### src/rtl/seq_restoring_divider_if.sv
// Operand and result handshakes of the sequential divider.
// master = requester side, slave = divider side.
interface seq_restoring_divider_if #(
  parameter int N = 32
);
  logic         in_valid;
  logic         in_ready;
  logic [N-1:0] dividend;
  logic [N-1:0] divisor;
  logic         out_valid;
  logic         out_ready;
  logic [N-1:0] quotient;
  logic [N-1:0] remainder;
  logic         div_by_zero;

  modport master (
    output in_valid,
    output dividend,
    output divisor,
    output out_ready,
    input  in_ready,
    input  out_valid,
    input  quotient,
    input  remainder,
    input  div_by_zero
  );

  modport slave (
    input  in_valid,
    input  dividend,
    input  divisor,
    input  out_ready,
    output in_ready,
    output out_valid,
    output quotient,
    output remainder,
    output div_by_zero
  );
endinterface

### src/rtl/seq_restoring_divider.sv
// Restoring divider, one (N+1)-bit subtract step per cycle.
// Define DIVIDER_SIGNED_EN for two's-complement truncating division.
module seq_restoring_divider #(
  parameter int N = 32
) (
  input logic                  clk,
  input logic                  rst,
  seq_restoring_divider_if.slave io
);
  localparam int CW = $clog2(N);

  typedef enum logic [1:0] {
    IDLE = 2'd0,
    BUSY = 2'd1,
    DONE = 2'd2
  } state_e;

  state_e        state_q, state_d;
  logic          ov_q, ov_d;
  logic [N:0]    r_q, r_d;
  logic [N-1:0]  q_q, q_d;
  logic [N-1:0]  dvs_q, dvs_d;
  logic [CW-1:0] cnt_q, cnt_d;
  logic [N-1:0]  quo_q, quo_d;
  logic [N-1:0]  rem_q, rem_d;
  logic          dbz_q, dbz_d;

  logic          accept;
  logic          dvs_zero;
  logic          carry;
  logic [N:0]    t;
  logic [N:0]    d;
  logic [N-1:0]  q_fin;
  logic [N-1:0]  r_fin;
  logic [N-1:0]  a_mag;
  logic [N-1:0]  b_mag;
  logic [N-1:0]  quo_fix;
  logic [N-1:0]  rem_fix;
  logic          unused_r_top;

  assign accept   = io.in_valid & (state_q == IDLE);
  assign dvs_zero = (io.divisor == '0);

  // T - {0,divisor} as T + ~{0,divisor} + 1; carry-out means no borrow
  assign t = {r_q[N-1:0], q_q[N-1]};
  assign {carry, d} = {1'b0, t}
                    + {1'b0, ~{1'b0, dvs_q}}
                    + (N+2)'(1);

  assign q_fin = {q_q[N-2:0], carry};
  assign r_fin = carry ? d[N-1:0] : t[N-1:0];

  // R stays below the divisor, so its top bit never feeds T
  assign unused_r_top = r_q[N];

`ifdef DIVIDER_SIGNED_EN
  logic nq_q, nq_d;
  logic nr_q, nr_d;

  assign a_mag = io.dividend[N-1] ? -io.dividend : io.dividend;
  assign b_mag = io.divisor[N-1]  ? -io.divisor  : io.divisor;

  // MIN/-1 falls out naturally: |MIN| wraps to MIN and negates to MIN
  assign quo_fix = nq_q ? -q_fin : q_fin;
  assign rem_fix = nr_q ? -r_fin : r_fin;

  always_comb begin
    nq_d = nq_q;
    nr_d = nr_q;
    if (accept && !dvs_zero) begin
      nq_d = io.dividend[N-1] ^ io.divisor[N-1];
      nr_d = io.dividend[N-1];
    end
  end

  always_ff @(posedge clk) begin
    if (rst) begin
      nq_q <= 1'b0;
      nr_q <= 1'b0;
    end else begin
      nq_q <= nq_d;
      nr_q <= nr_d;
    end
  end
`else
  assign a_mag   = io.dividend;
  assign b_mag   = io.divisor;
  assign quo_fix = q_fin;
  assign rem_fix = r_fin;
`endif

  always_ff @(posedge clk) begin
    if (rst) begin
      state_q <= IDLE;
    end else begin
      state_q <= state_d;
    end
  end

  always_comb begin
    state_d = state_q;
    unique case (state_q)
      IDLE: begin
        if (accept) begin
          state_d = dvs_zero ? DONE : BUSY;
        end
      end
      BUSY: begin
        if (cnt_q == '0) begin
          state_d = DONE;
        end
      end
      DONE: begin
        if (ov_q && io.out_ready) begin
          state_d = IDLE;
        end
      end
      default: state_d = IDLE;
    endcase
  end

  always_comb begin
    io.in_ready    = (state_q == IDLE);
    io.out_valid   = ov_q;
    io.quotient    = ov_q ? quo_q : '0;
    io.remainder   = ov_q ? rem_q : '0;
    io.div_by_zero = ov_q & dbz_q;
  end

  always_comb begin
    r_d   = r_q;
    q_d   = q_q;
    dvs_d = dvs_q;
    cnt_d = cnt_q;
    quo_d = quo_q;
    rem_d = rem_q;
    dbz_d = dbz_q;
    // out_valid trails entry into DONE by one cycle
    ov_d  = (state_q == DONE) && !(ov_q && io.out_ready);

    if (accept) begin
      if (dvs_zero) begin
        quo_d = '1;
        rem_d = io.dividend;
        dbz_d = 1'b1;
      end else begin
        r_d   = '0;
        q_d   = a_mag;
        dvs_d = b_mag;
        cnt_d = CW'(N-1);
        dbz_d = 1'b0;
      end
    end

    if (state_q == BUSY) begin
      r_d   = carry ? d : t;
      q_d   = q_fin;
      cnt_d = cnt_q - CW'(1);
      if (cnt_q == '0) begin
        quo_d = quo_fix;
        rem_d = rem_fix;
        dbz_d = 1'b0;
      end
    end
  end

  always_ff @(posedge clk) begin
    if (rst) begin
      ov_q  <= 1'b0;
      r_q   <= '0;
      q_q   <= '0;
      dvs_q <= '0;
      cnt_q <= '0;
      quo_q <= '0;
      rem_q <= '0;
      dbz_q <= 1'b0;
    end else begin
      ov_q  <= ov_d;
      r_q   <= r_d;
      q_q   <= q_d;
      dvs_q <= dvs_d;
      cnt_q <= cnt_d;
      quo_q <= quo_d;
      rem_q <= rem_d;
      dbz_q <= dbz_d;
    end
  end
endmodule

### src/flat_wrapper.sv
// flat-port wrapper written by rule: the top's interface ports become plain ports
module seq_restoring_divider_flat 
#(
  parameter int N = 32
)
  (clk, rst, io_in_valid, io_dividend, io_divisor, io_out_ready, io_in_ready, io_out_valid, io_quotient, io_remainder, io_div_by_zero);
  seq_restoring_divider_if #(.N(N)) io_i ();
  input logic clk;
  input logic rst;
  input wire logic [$bits(io_i.in_valid)-1:0] io_in_valid;
  input wire logic [$bits(io_i.dividend)-1:0] io_dividend;
  input wire logic [$bits(io_i.divisor)-1:0] io_divisor;
  input wire logic [$bits(io_i.out_ready)-1:0] io_out_ready;
  output wire logic [$bits(io_i.in_ready)-1:0] io_in_ready;
  output wire logic [$bits(io_i.out_valid)-1:0] io_out_valid;
  output wire logic [$bits(io_i.quotient)-1:0] io_quotient;
  output wire logic [$bits(io_i.remainder)-1:0] io_remainder;
  output wire logic [$bits(io_i.div_by_zero)-1:0] io_div_by_zero;
  assign io_i.in_valid = io_in_valid;
  assign io_i.dividend = io_dividend;
  assign io_i.divisor = io_divisor;
  assign io_i.out_ready = io_out_ready;
  assign io_in_ready = io_i.in_ready;
  assign io_out_valid = io_i.out_valid;
  assign io_quotient = io_i.quotient;
  assign io_remainder = io_i.remainder;
  assign io_div_by_zero = io_i.div_by_zero;
  seq_restoring_divider #(.N(N)) u_core (.clk(clk), .rst(rst), .io(io_i));
endmodule
### config.mk
export PLATFORM = sky130hd
export DESIGN_NAME = seq_restoring_divider_flat
export DESIGN_NICKNAME = d
export VERILOG_FILES = /design/src/rtl/seq_restoring_divider_if.sv /design/src/rtl/seq_restoring_divider.sv /design/src/flat_wrapper.sv
export SDC_FILE = /design/constraint.sdc
export NUM_CORES = 1
export LEC_CHECK = 0
export ABC_CLOCK_PERIOD_IN_PS = 6800
export CAP_MARGIN = 20
export CORE_MARGIN = 8
export CORE_UTILIZATION = 55
export CTS_BUF_LIST = sky130_fd_sc_hd__clkbuf_4
export DETAILED_ROUTE_END_ITERATION = 7
export GPL_TIMING_DRIVEN = 0
export PLACE_DENSITY = 0.89
export SYNTH_ARGS = -nofsm -noshare
export SYNTH_HDL_FRONTEND = slang
export SYNTH_SLANG_ARGS = --single-unit
### constraint.sdc
create_clock -name clk -period 6.8 [get_ports clk]
set_input_delay 0.68 -clock clk [delete_from_list [all_inputs] [get_ports clk]]
set_output_delay 0.68 -clock clk [all_outputs]
set_load 0.05 [all_outputs]
=== Word level (Yosys, flattened, before mapping) ===
Cells that the tools add are included.

* Flip-flop bits (word level): 169
* Bits in latches: 0
* Bits in writable memories: 0
* Memory bits (read-only): 0
* Input bits: 68
* Output and inout port bits: 67
* Word-level logic and storage cells: 62
* Memories kept: 0

* Add/subtract/negate cells: 3
* Multipliers: 0
* Div/mod/pow operators: 0
* Order comparisons: 0
* Equal/unequal tests: 6
* Shift operators: 0
* Mux-type cells: 30
* Bitwise operators: 4
* Reduce and logical (&&, ||, !) cells: 10

{| class="wikitable"
|+ Operators by type and width
! cell !! number
|-
| $mux 32 || 18
|-
| $add 33x33->34 || 1
|-
| $add 34x1->34 const B || 1
|-
| $not 32->33 || 1
|-
| $logic_not 32->1 || 1
|-
| $mux 5 || 3
|-
| $mux 2 || 4
|-
| $ne 2x1->1 const B || 3
|-
| $pmux 2 s3 || 1
|-
| $logic_not 5->1 || 1
|-
| $sub 5x1->5 const B || 1
|-
| $mux 1 || 4
|-
| $reduce_and 2->1 || 2
|-
| $reduce_and 3->1 || 1
|-
| $and 1x1->1 || 2
|-
| $eq 2x1->1 const B || 1
|-
| $eq 2x2->1 const B || 1
|-
| $logic_and 1x1->1 || 2
|-
| $logic_not 2->1 || 1
|-
| $ne 2x2->1 const B || 1
|-
| $reduce_bool 2->1 || 1
|-
| $logic_not 1->1 || 1
|-
| $not 1->1 || 1
|}

=== Logic depth before layout (Yosys ltp) ===
Gate-level depths: netlist of the first run.

* Depth after elaboration: 6
* Depth in mapped cells: 12
* Depth with buffers taken out: 11

=== Worst setup path after synthesis of the first run ===
No wires, ideal clock.

* Path kind: reg-to-reg
* From: reg u_core.q_q[31]
* To: reg u_core.r_q[30]
* Library setup time: 137 ps
* Data arrival time: 2700 ps
* Data required time: 6663 ps
* Slack: 3963 ps
* Cell stages (with the launch flop): 12
* Buffers on the path: 0
* Period minus slack after synthesis: 2837 ps
* Cell sequence: dfxtp_1 -> inv_1 -> ha_1 -> fa_1 -> nand2b_1 -> a211oi_1 -> o21ai_1 -> a21oi_1 -> a41o_1 -> o31ai_1 -> a2111oi_0 -> o21ai_0

* Longest elaborated chain between the ends: 4

{| class="wikitable"
|+ RTL lines
! element !! line !! text
|-
| start: declaration || seq_restoring_divider.sv:21 || <nowiki>logic [N-1:0] q_q, q_d;</nowiki>
|-
| start signal: assignment || seq_restoring_divider.sv:180 || <nowiki>q_q <= q_d;</nowiki>
|-
| $add 33x33->34 || seq_restoring_divider.sv:47 || <nowiki>+ {1'b0, ~{1'b0, dvs_q}}</nowiki>
|-
| $add 34x1->34 || seq_restoring_divider.sv:48 || <nowiki>+ (N+2)'(1);</nowiki>
|-
| $mux 32 || seq_restoring_divider.sv:156 || <nowiki>r_d = carry ? d : t;</nowiki>
|-
| $mux 32 || seq_restoring_divider.sv:155 || <nowiki>if (state_q == BUSY) begin</nowiki>
|-
| end signal: assignment || seq_restoring_divider.sv:179 || <nowiki>r_q <= r_d;</nowiki>
|-
| end: declaration || seq_restoring_divider.sv:20 || <nowiki>logic [N:0] r_q, r_d;</nowiki>
|}

No other way between the ends.
A chain may end at the register's enable or synchronous reset.

=== Worst setup path in the final report of the first run ===
Ends and elaborated chain as after synthesis.

==> metrics.txt, run 1 <==
status=complete, no violations; Syn Area/Cell=8.33 um2; CTS root buf=clkbuf_4; Final period util=57.5%; first-pass GRT wire length=41,400 um; pwr/cell area=231 mW/mm2; Reg power frac=44.2%; area leader, netlist=dfxtp_1; DRC viols=0; core area=0.0159 mm2; Starting Density=56.5%; R2R cell count=11; crit end category=register; gr ovfl total=0; Place WS=3.03 ns; Via density=5.84; share of post-route cells with drive strength above 1=4.57%; Cell Area, Synth=0.00900 mm2; flop-to-flop setup slack=2.89 ns; Iter 0 DRT Violations=641; Post-synth EDFFs=0; worst min-delay path class=reg2reg; Die ar.=0.0207 mm2; ys flop type=dfxtp_1; setup TNS=0 ns; die height=144 um; ys async rst share=0%; RSZ-0062 raised after global routing=false; Overall Global Routing Usage=25.2%; GPL Wtd Cong=0.920; maximum number of pins on one net before global-route repair=18; diode count=0; max_cap viols=0; register area share after synthesis=37.6%; total wire length=26,500 um; Hold Fails Final Rpt=0; switching power=0.874 mW; final clock skew=0.0221 ns; Antenna Violating Nets Remaining=0; Die X=144 um; Clk pin slew, worst setup/hold paths=0.15 ns; peak supply drop=0.162 mV; Post-synth top cells=dfxtp_1, nand2_1, nor2_1, mux2i_1, o21ai_0; WS Path Type=reg2reg; Worst Setup Start Kind=register; CP startpoint=u_core.q_q[31]$_SDFFE_PP0P_; max-slew violations=0; crit path time final=3.91 ns; end of the critical path=u_core.r_q[30]$_SDFFE_PP0P_; Placed Cells=1,431; CTS resizes=0; Port Buffers=134; synthesized instance count=1,081; top-count cell post-synth=dfxtp_1; worst-margin pin slew=0.844 ns; vias after detailed routing=8,548; FF-to-FF End=u_core.r_q[30]$_SDFFE_PP0P_; final setup fails=0; flops & latches, synth=169; setup ws final=2.89 ns; Max H-tree Level=4; I/O pin count=135; Int Power=1.66 mW; clk_lat worst skew=0.60 ns; CTS sink cnt=169; Synth Net Count=1,183; Leakage=4.66 nW; share of total power in combinational logic=27.9%; Post-DP HPWL=20,700 um; TritonCTS clock tree=yes; initial antenna violation count=0; fin nets=1,336; synth warn=0; hold buffers post-CTS=0; Synth area leaders=dfxtp_1, mux2i_1, nand2_1; Arr. time, crit path=4.35 ns; Non-Filler Instances=1,463; data required time of the worst path=7.24 ns; sw frac=34.5%; Yosys top cell area share=37.6%; Syn-to-layout area delta=21.9%; Clock Power Share=27.9%; max_slew headroom=42.3%; Max clock buf depth=2; FP Rows=46; count of different cell masters after synthesis=58; DR WL/cell=18.1 um; Setup Fix Bufs, Post-CTS=0; CP max FO=4; RR Startpoint=u_core.q_q[31]$_SDFFE_PP0P_; clock buffer count from CTS=17; fmax=256 MHz; DR pass1 iterations=5; number of global-route vias before repair=8,355
[cells in the final DEF (no fill, tap or decap), types with 26 or more instances in the layout]
cell,count
nor2_1,111
and2_1,65
clkdlybuf4s50_1,134
o22ai_1,26
o21ai_0,68
nand2_1,127
mux2i_1,109
inv_1,39
a211oi_1,38
ha_1,33
a21oi_1,48
clkbuf_1,52
dfxtp_1,169
[flip-flops by register name, indices dropped and copies added, names as in the netlist]
register / cells
u_core.dvs_q: 32
u_core.q_q: 32
u_core.quo_q: 32
u_core.r_q: 32
u_core.rem_q: 32
u_core.cnt_q: 5
u_core.state_q: 2
u_core.dbz_q: 1
u_core.io.out_valid: 1
[critical path: stages (launching register included)]
cell and delay, ns:
dfxtp_1 0.42, inv_1 0.06, ha_1 0.22, fa_1 0.47, nand2b_1 0.20, a211oi_1 0.37, o21ai_1 0.19, a21oi_1 0.40
a41o_1 0.35, o31ai_1 0.10, a2111oi_0 0.76, o21ai_0 0.20
[area by class of cell]
| class | instances | area (um2) |
|---|---|---|
| Sequential cell | 169 | 3380 |
| Inverter | 39 | 146 |
| Clock buffer | 17 | 128 |
| Fill cell | 1272 | 4970 |
| Buffer | 69 | 290 |
| Timing Repair Buffer | 134 | 1340 |
| Multi-Input combinational cell | 804 | 5180 |
| Clock inverter | 15 | 230 |
| Tap cell | 216 | 270 |
[per-stage QoR]
step	utilization [%]	instance area [um2]	hold slack [ns]	power [mW]
floorplan	-	9000	0.428	1.63
global placement	66.6	10600	0.449	1.82
detailed placement	66.6	10600	0.450	1.83
CTS	68.8	11000	0.463	2.53
global route	68.8	11000	0.473	2.65
finish	68.8	11000	0.469	2.54
[power by group through the flow]
stage	sequential, mW	combinational [mW]	clock, mW
CTS	1.12	0.698	0.709
floorplan	1.12	0.507	0
finish	1.12	0.707	0.707
global route	1.13	0.772	0.746
detailed placement	1.14	0.693	0
global placement	1.14	0.680	0
[kinds of logic (layout without fill, tap and decap cells)]
group	count (synthesis)	count (layout)	share of synthesized area, %
muxes	111	111	12.4
buffers and inverters	108	274	4.85
and+or+nand+nor	360	360	18.4
adders and majority gates	34	34	4.81
AOI/OAI and AO/OA	273	273	19.5
xor gates and xnor gates	26	26	2.53
DFF	169	169	37.6
[per-layer routing]
layer	vias to the layer above	track usage, %	share of wire, %
met1	4052	30.9	43
met3	67	4.68	6.9
met2	310	41.9	47
met5	-	0	0
li1	4119	-	-
met4	0	12.2	3.7
[how the worst min path moves through the flow]
stage	startpoint	end	cells past startpoint
after CTS	u_core.q_q[1]$_SDFFE_PP0P_	u_core.quo_q[2]$_SDFF_PP0_	2
after global placement	u_core.q_q[8]$_SDFFE_PP0P_	u_core.quo_q[9]$_SDFF_PP0_	2
after detailed placement	u_core.q_q[30]$_SDFFE_PP0P_	u_core.quo_q[31]$_SDFF_PP0_	2
after floorplan	u_core.q_q[0]$_SDFFE_PP0P_	u_core.quo_q[1]$_SDFF_PP0_	2
after global routing	u_core.q_q[2]$_SDFFE_PP0P_	u_core.quo_q[3]$_SDFF_PP0_	2
final	u_core.q_q[0]$_SDFFE_PP0P_	u_core.quo_q[1]$_SDFF_PP0_	2
Power figures use the tool's default switching activity.
==> run 2: changes to the inputs <==
Settings changed: ABC_CLOCK_PERIOD_IN_PS 6800 to 3800.
Clock period 6.8 ns to 3.8 ns, I/O delays scaled along.
==> run 2 against run 1 <==
  * Register-to-register slack lost 2.7 ns
  * Maximum frequency up 7.7%
  * Routed wire length about the same
  * Final area about the same
  * Combinational power is 80% higher
  * Flip-flop and latch count is the same
  * Critical path depth unchanged
  * Utilization about the same
  * Global-route usage did not move
  * Power grew 79%
  * Die area did not move
==> metrics.txt, run 2 (synthesis gave the netlist of run 1 again) <==
Overall Global Routing Usage=25.2% (unchanged); clock buffer count from CTS=17 (unchanged); Die ar.=0.0207 mm2 (unchanged); max_slew headroom=44.9% (+2.7 points); vias after detailed routing=8,568 (+0.23%); Non-Filler Instances=1,463 (unchanged); initial antenna violation count=0 (unchanged); Max clock buf depth=2 (unchanged); Critical Path, Cell by Cell=inv_1 > ha_1 > fa_1 > nand2b_1 > a211oi_1 > o21ai_1 > a21oi_2 > a41o_1 > o31ai_1 > a2111oi_1 > o21ai_0; Setup Fix Bufs, Post-CTS=0 (unchanged); die height=144 um (unchanged); Iter 0 DRT Violations=615 (-4.1%); status=complete, no violations; Placed Cells=1,431 (unchanged); Buf+Inv Stages, Crit Path=1 (unchanged); TritonCTS clock tree=yes; pwr/cell area=414 mW/mm2 (+79%); CP max stage cell=a2111oi_1; max_cap viols=0 (unchanged); Starting Density=56.5% (unchanged); Place WS=0.0686 ns (-2.96 ns); number of global-route vias before repair=8,355 (unchanged); DRC viols=0 (unchanged); Worst Setup Start Kind=register; worst hold slack=0.401 ns (-0.0676 ns); Leakage=4.66 nW (about the same); gr ovfl total=0 (unchanged); Port Buffers=134 (unchanged); DR WL/cell=18.1 um (about the same); fin nets=1,336 (unchanged); commonest non-fill, non-tap cell in the layout=dfxtp_1; setup ws final=0.174 ns (-2.72 ns); Design Power=4.54 mW (+79%); commonest cells after routing, fill and taps aside=dfxtp_1, clkdlybuf4s50_1, nand2_1, nor2_1, mux2i_1; Fillers=1,273 (+0.079%); Top delay family on crit path=compound AO/OA/AOI/OAI gates; max-slew violations=0 (unchanged); Syn-to-layout area delta=21.9% (about the same); crit end category=register; Design Area, Final=0.0110 mm2 (about the same); final setup fails=0 (unchanged); setup TNS=0 ns (unchanged); final clock skew=0.0231 ns (+0.000919 ns); core area=0.0159 mm2 (unchanged); Arr. time, crit path=4.08 ns (-0.27 ns); Die X=144 um (unchanged); peak supply drop=0.290 mV (+79%); CTS root buf=clkbuf_4; CTS sink cnt=169 (unchanged); Post-DP HPWL=20,700 um (unchanged); crit path time final=3.63 ns (-0.281 ns); utilization after layout=68.9% (about the same); Via density=5.86 (+0.23%); fmax=276 MHz (+7.7%); diode count=0 (unchanged); CP max FO=4 (unchanged); worst min-delay path class=in2reg; Clk pin slew, worst setup/hold paths=0.15 ns (about the same); DR pass1 iterations=5 (unchanged); RSZ-0062 raised after global routing=false; share of post-route cells with drive strength above 1=4.65% (+0.080 points); data required time of the worst path=4.25 ns (-2.99 ns); Crit path largest cell delay=0.63 ns (-0.13 ns); worst-margin pin slew=0.826 ns (-0.0181 ns); Max H-tree Level=4 (unchanged); FP Rows=46 (unchanged); Antenna Violating Nets Remaining=0 (unchanged); WS Path Type=reg2reg; first-pass GRT wire length=41,400 um (unchanged); GPL Wtd Cong=0.920 (unchanged); maximum number of pins on one net before global-route repair=18 (unchanged); Final period util=95.4% (+38 points); total wire length=26,500 um (about the same); Hold Fails Final Rpt=0 (unchanged); I/O pin count=135 (unchanged); Placed Instance Area=0.0106 mm2 (unchanged); clk_lat worst skew=0.60 ns (about the same)
-- run 2: cell counts in the layout (fill, tap and decap cells not counted) --
No cell type changed its count.
-- run 2: area by class of cell --
class / count / area [um2] / share of cell area (%)
well taps: 216 / 270 / 2.46
inverters: 39 / 146 / 1.33
repair buffers: 134 / 1340 / 12.2
multi-input cells: 804 / 5190 / 47.3
plain buffers: 69 / 290 / 2.64
flip-flops and latches: 169 / 3380 / 30.8
clock buffers: 17 / 128 / 1.16
clock inverters: 15 / 230 / 2.10
-- run 2: worst paths after layout --
| check | startpoint | end | slack (ns) | cells past startpoint |
|---|---|---|---|---|
| hold / removal | io_divisor[22] | u_core.dvs_q[22]$_SDFFE_PP0P_ | 0.40 | 3 |
| setup / recovery | u_core.q_q[31]$_SDFFE_PP0P_ | u_core.r_q[30]$_SDFFE_PP0P_ | 0.17 | 11 |
| setup reg to reg | u_core.q_q[31]$_SDFFE_PP0P_ | u_core.r_q[30]$_SDFFE_PP0P_ | 0.17 | 11 |
| hold reg to reg | u_core.q_q[1]$_SDFFE_PP0P_ | u_core.quo_q[2]$_SDFF_PP0_ | 0.47 | 2 |
-- run 2: timing repair --
| action | in CTS | in global routing |
|---|---|---|
| setup endpoints to repair | 0 | 2 |
| hold buffers | 0 | 0 |
| gates resized for setup | 0 | 2 |
-- run 2: layer usage --
| layer | wire length, um | track usage [%] |
|---|---|---|
| met1 | 11100 | 30.9 |
| met2 | 12400 | 41.9 |
| met3 | 1940 | 4.68 |
| met4 | 951 | 12.2 |
| met5 | 0 | 0 |
-- run 2: where the power goes --
part	switching, mW	total (mW)	leakage [nW]	internal (mW)
registers	0.102	2.01	1.38	1.90
clock network	0.718	1.27	0.185	0.549
logic	0.747	1.27	3.10	0.522
total	1.57	4.54	4.66	2.98
-- run 2: worst reg2reg max path: stages (launching register included) --
cell       delay [ns]
dfxtp_1          0.43
inv_1            0.06
ha_1             0.22
fa_1             0.47
nand2b_1         0.19
a211oi_1         0.37
o21ai_1          0.21
a21oi_2          0.29
a41o_1           0.33
o31ai_1          0.11
a2111oi_1        0.63
o21ai_0          0.19
==> run 3: changes to the inputs <==
Settings changed: DONT_BUFFER_PORTS from default to 1, PLACE_DENSITY 0.89 to 0.78.
==> run 3 against run 2 <==
  * Flip-flop and latch count is the same
  * Clock skew grew 0.0026 ns
  * Final area shrank 6.7%
  * Register-to-register slack gained 0.17 ns
  * Setup slack gained 0.17 ns
  * Global-route usage is essentially flat
  * First-iteration DRC count shrank 14%
  * Combinational power is essentially flat
  * Via count shrank 2.8%
  * Power shrank 5.2%
  * Worst hold slack lost 0.39 ns
  * Critical path type unchanged
==> metrics.txt, run 3 (synthesis gave the netlist of run 1 again) <==
status=complete, no violations; Starting Density=56.5% (unchanged); Worst Hold End=u_core.rem_q[5]$_SDFF_PP0_; number of global-route vias before repair=7,952 (-4.8%); switching power=1.50 mW (-4.0%); Via density=5.96 (+1.7%); CTS root buf=clkbuf_4; Placed Cells=1,297 (-9.4%); Crit path largest cell delay=0.47 ns (-0.16 ns); Non-Filler Instances=1,398 (-4.4%); fmax=289 MHz (+4.8%); final setup fails=0 (unchanged); worst-margin pin slew=0.770 ns (-0.0556 ns); share of total power in combinational logic=29.0% (+1.1 points); vias after detailed routing=8,330 (-2.8%); max_slew headroom=48.6% (+3.7 points); Design Power=4.30 mW (-5.2%); GPL Wtd Cong=0.958 (+4.1%); Reg power frac=46.7% (+2.5 points); TritonCTS clock tree=yes; Leakage=4.42 nW (-5.3%); Arr. time, crit path=3.91 ns (-0.17 ns); Clk pin slew, worst setup/hold paths=0.14 ns (about the same); I/O pin count=135 (unchanged); worst min-delay path class=in2reg; share of post-route cells with drive strength above 1=4.65% (about the same); max_cap viols=0 (unchanged); peak supply drop=0.235 mV (-19%); Syn-to-layout area delta=13.8%; final clock skew=0.0256 ns (+0.00255 ns); flop-to-flop setup slack=0.34 ns (+0.17 ns); Final period util=91.1% (-4.4 points); Die ar.=0.0207 mm2 (unchanged); Overall Global Routing Usage=25.2% (about the same); CTS sink cnt=169 (unchanged); maximum number of pins on one net before global-route repair=17 (-1); setup TNS=0 ns (unchanged); first-pass GRT wire length=41,100 um (-0.70%); clock buffer count from CTS=17 (unchanged); max-slew violations=0 (unchanged); Hold Path Depth=2 (-1); crit end category=register; Critical Path, Cell by Cell=inv_1 > ha_1 > fa_1 > nand2b_1 > a211oi_1 > o21ai_1 > a21oi_2 > a41o_1 > o31ai_1 > a2111oi_2 > o21ai_0; WS Path Type=reg2reg; R2R cell count=11 (unchanged); Iter 0 DRT Violations=531 (-14%); gr ovfl total=0 (unchanged); Post-DP HPWL=19,300 um (-6.5%); commonest non-fill, non-tap cell in the layout=dfxtp_1; Fillers=1,409 (+11%); data required time of the worst path=4.25 ns (about the same); Worst Hold Launch=io_dividend[5]; initial antenna violation count=0 (unchanged); Clock Power Share=24.3% (-3.6 points); Int Power=2.80 mW (-5.8%); die height=144 um (unchanged); Die X=144 um (unchanged); multi-input logic area=0.00519 mm2 (about the same); RSZ-0062 raised after global routing=false; clk_lat worst skew=0.58 ns (-0.02 ns); sequential cell area=0.00338 mm2 (unchanged); Max H-tree Level=4 (unchanged); crit path time final=3.46 ns (-0.166 ns); Max clock buf depth=2 (unchanged); Hold Fails Final Rpt=0 (unchanged); DR WL/cell=19.1 um (+5.6%); diode count=0 (unchanged); total wire length=26,700 um (+0.88%); CP max FO=4 (unchanged); commonest cells after routing, fill and taps aside=dfxtp_1, nand2_1, nor2_1, mux2i_1; core area=0.0159 mm2 (unchanged); DRC viols=0 (unchanged); Antenna Violating Nets Remaining=0 (unchanged); utilization after layout=64.3% (-4.6 points); FF-to-FF End=u_core.rem_q[30]$_SDFF_PP0_; pwr/cell area=420 mW/mm2 (+1.6%); FP Rows=46 (unchanged); CP max stage cell=a2111oi_2; DR pass1 iterations=5 (unchanged); Worst Setup Start Kind=register; Port Buffers=0 (-100%); sw frac=34.9% (+0.44 points); RR Startpoint=u_core.q_q[31]$_SDFFE_PP0P_; fin nets=1,272 (-4.8%)
[run 3: power groups by stage]
stage	combinational, mW	sequential [mW]	clock, mW
finish	1.25	2.01	1.04
global route	1.36	2.03	1.13
CTS	1.20	2.01	1.05
detailed placement	1.14	2.05	0
global placement	1.11	2.04	0
floorplan	0.908	2.01	0
[run 3: per-stage QoR]
| step | worst slack (ns) | hold WS, ns | instance area [um2] |
|---|---|---|---|
| after floorplan | 0.963 | 0.428 | 9000 |
| after global placement | 0.0211 | 0.446 | 9280 |
| after detailed placement | 0.113 | 0.450 | 9280 |
| after CTS | 0.0523 | 0.000105 | 10100 |
| after global routing | 0.103 | 0.000597 | 10200 |
| final | 0.339 | 0.0103 | 10200 |
[run 3: layout make-up]
| class | count | share of cell area [%] |
|---|---|---|
| Buffer | 69 | 2.83 |
| Clock inverter | 13 | 1.26 |
| Multi-Input combinational cell | 804 | 50.7 |
| Clock buffer | 18 | 1.32 |
| Inverter | 39 | 1.43 |
| Sequential cell | 169 | 33.0 |
| Timing Repair Buffer | 70 | 6.79 |
| Tap cell | 216 | 2.64 |
[run 3: timing repair]
item / in CTS / in global routing
hold buffers: 59 / 9
buffers inserted: 0 / 0
endpoints found under the hold margin: 61 / 9
gates resized for setup: 0 / 3
setup endpoints to repair: 0 / 2
[run 3: worst max-delay path by stage]
stage                                      startpoint                          end  cells after the start
after global placement    u_core.q_q[31]$_SDFFE_PP0P_  u_core.rem_q[30]$_SDFF_PP0_                     11
after global routing      u_core.q_q[31]$_SDFFE_PP0P_  u_core.rem_q[30]$_SDFF_PP0_                     11
final                     u_core.q_q[31]$_SDFFE_PP0P_  u_core.rem_q[30]$_SDFF_PP0_                     11
after floorplan           u_core.q_q[31]$_SDFFE_PP0P_  u_core.r_q[30]$_SDFFE_PP0P_                     11
after detailed placement  u_core.q_q[31]$_SDFFE_PP0P_  u_core.rem_q[30]$_SDFF_PP0_                     11
after CTS                 u_core.q_q[31]$_SDFFE_PP0P_  u_core.rem_q[30]$_SDFF_PP0_                     11
[run 3: layer usage]
layer  up-vias  GRT usage, %  routed length [um]
li1       3993             -                   -
met5         -             0                   0
met3        72          6.47                2240
met4         0          9.57                 919
met1      3925          31.4               11300
met2       340          41.1               12300
[run 3: critical path, delay by kind of cell, from the launching register on]
kind                       cells  cell delay [ns]
buffers and inverters          1             0.06
DFF                            1             0.43
AOI/OAI and AO/OA              7             1.97
and+or+nand+nor                1             0.19
adders and majority gates      2             0.67
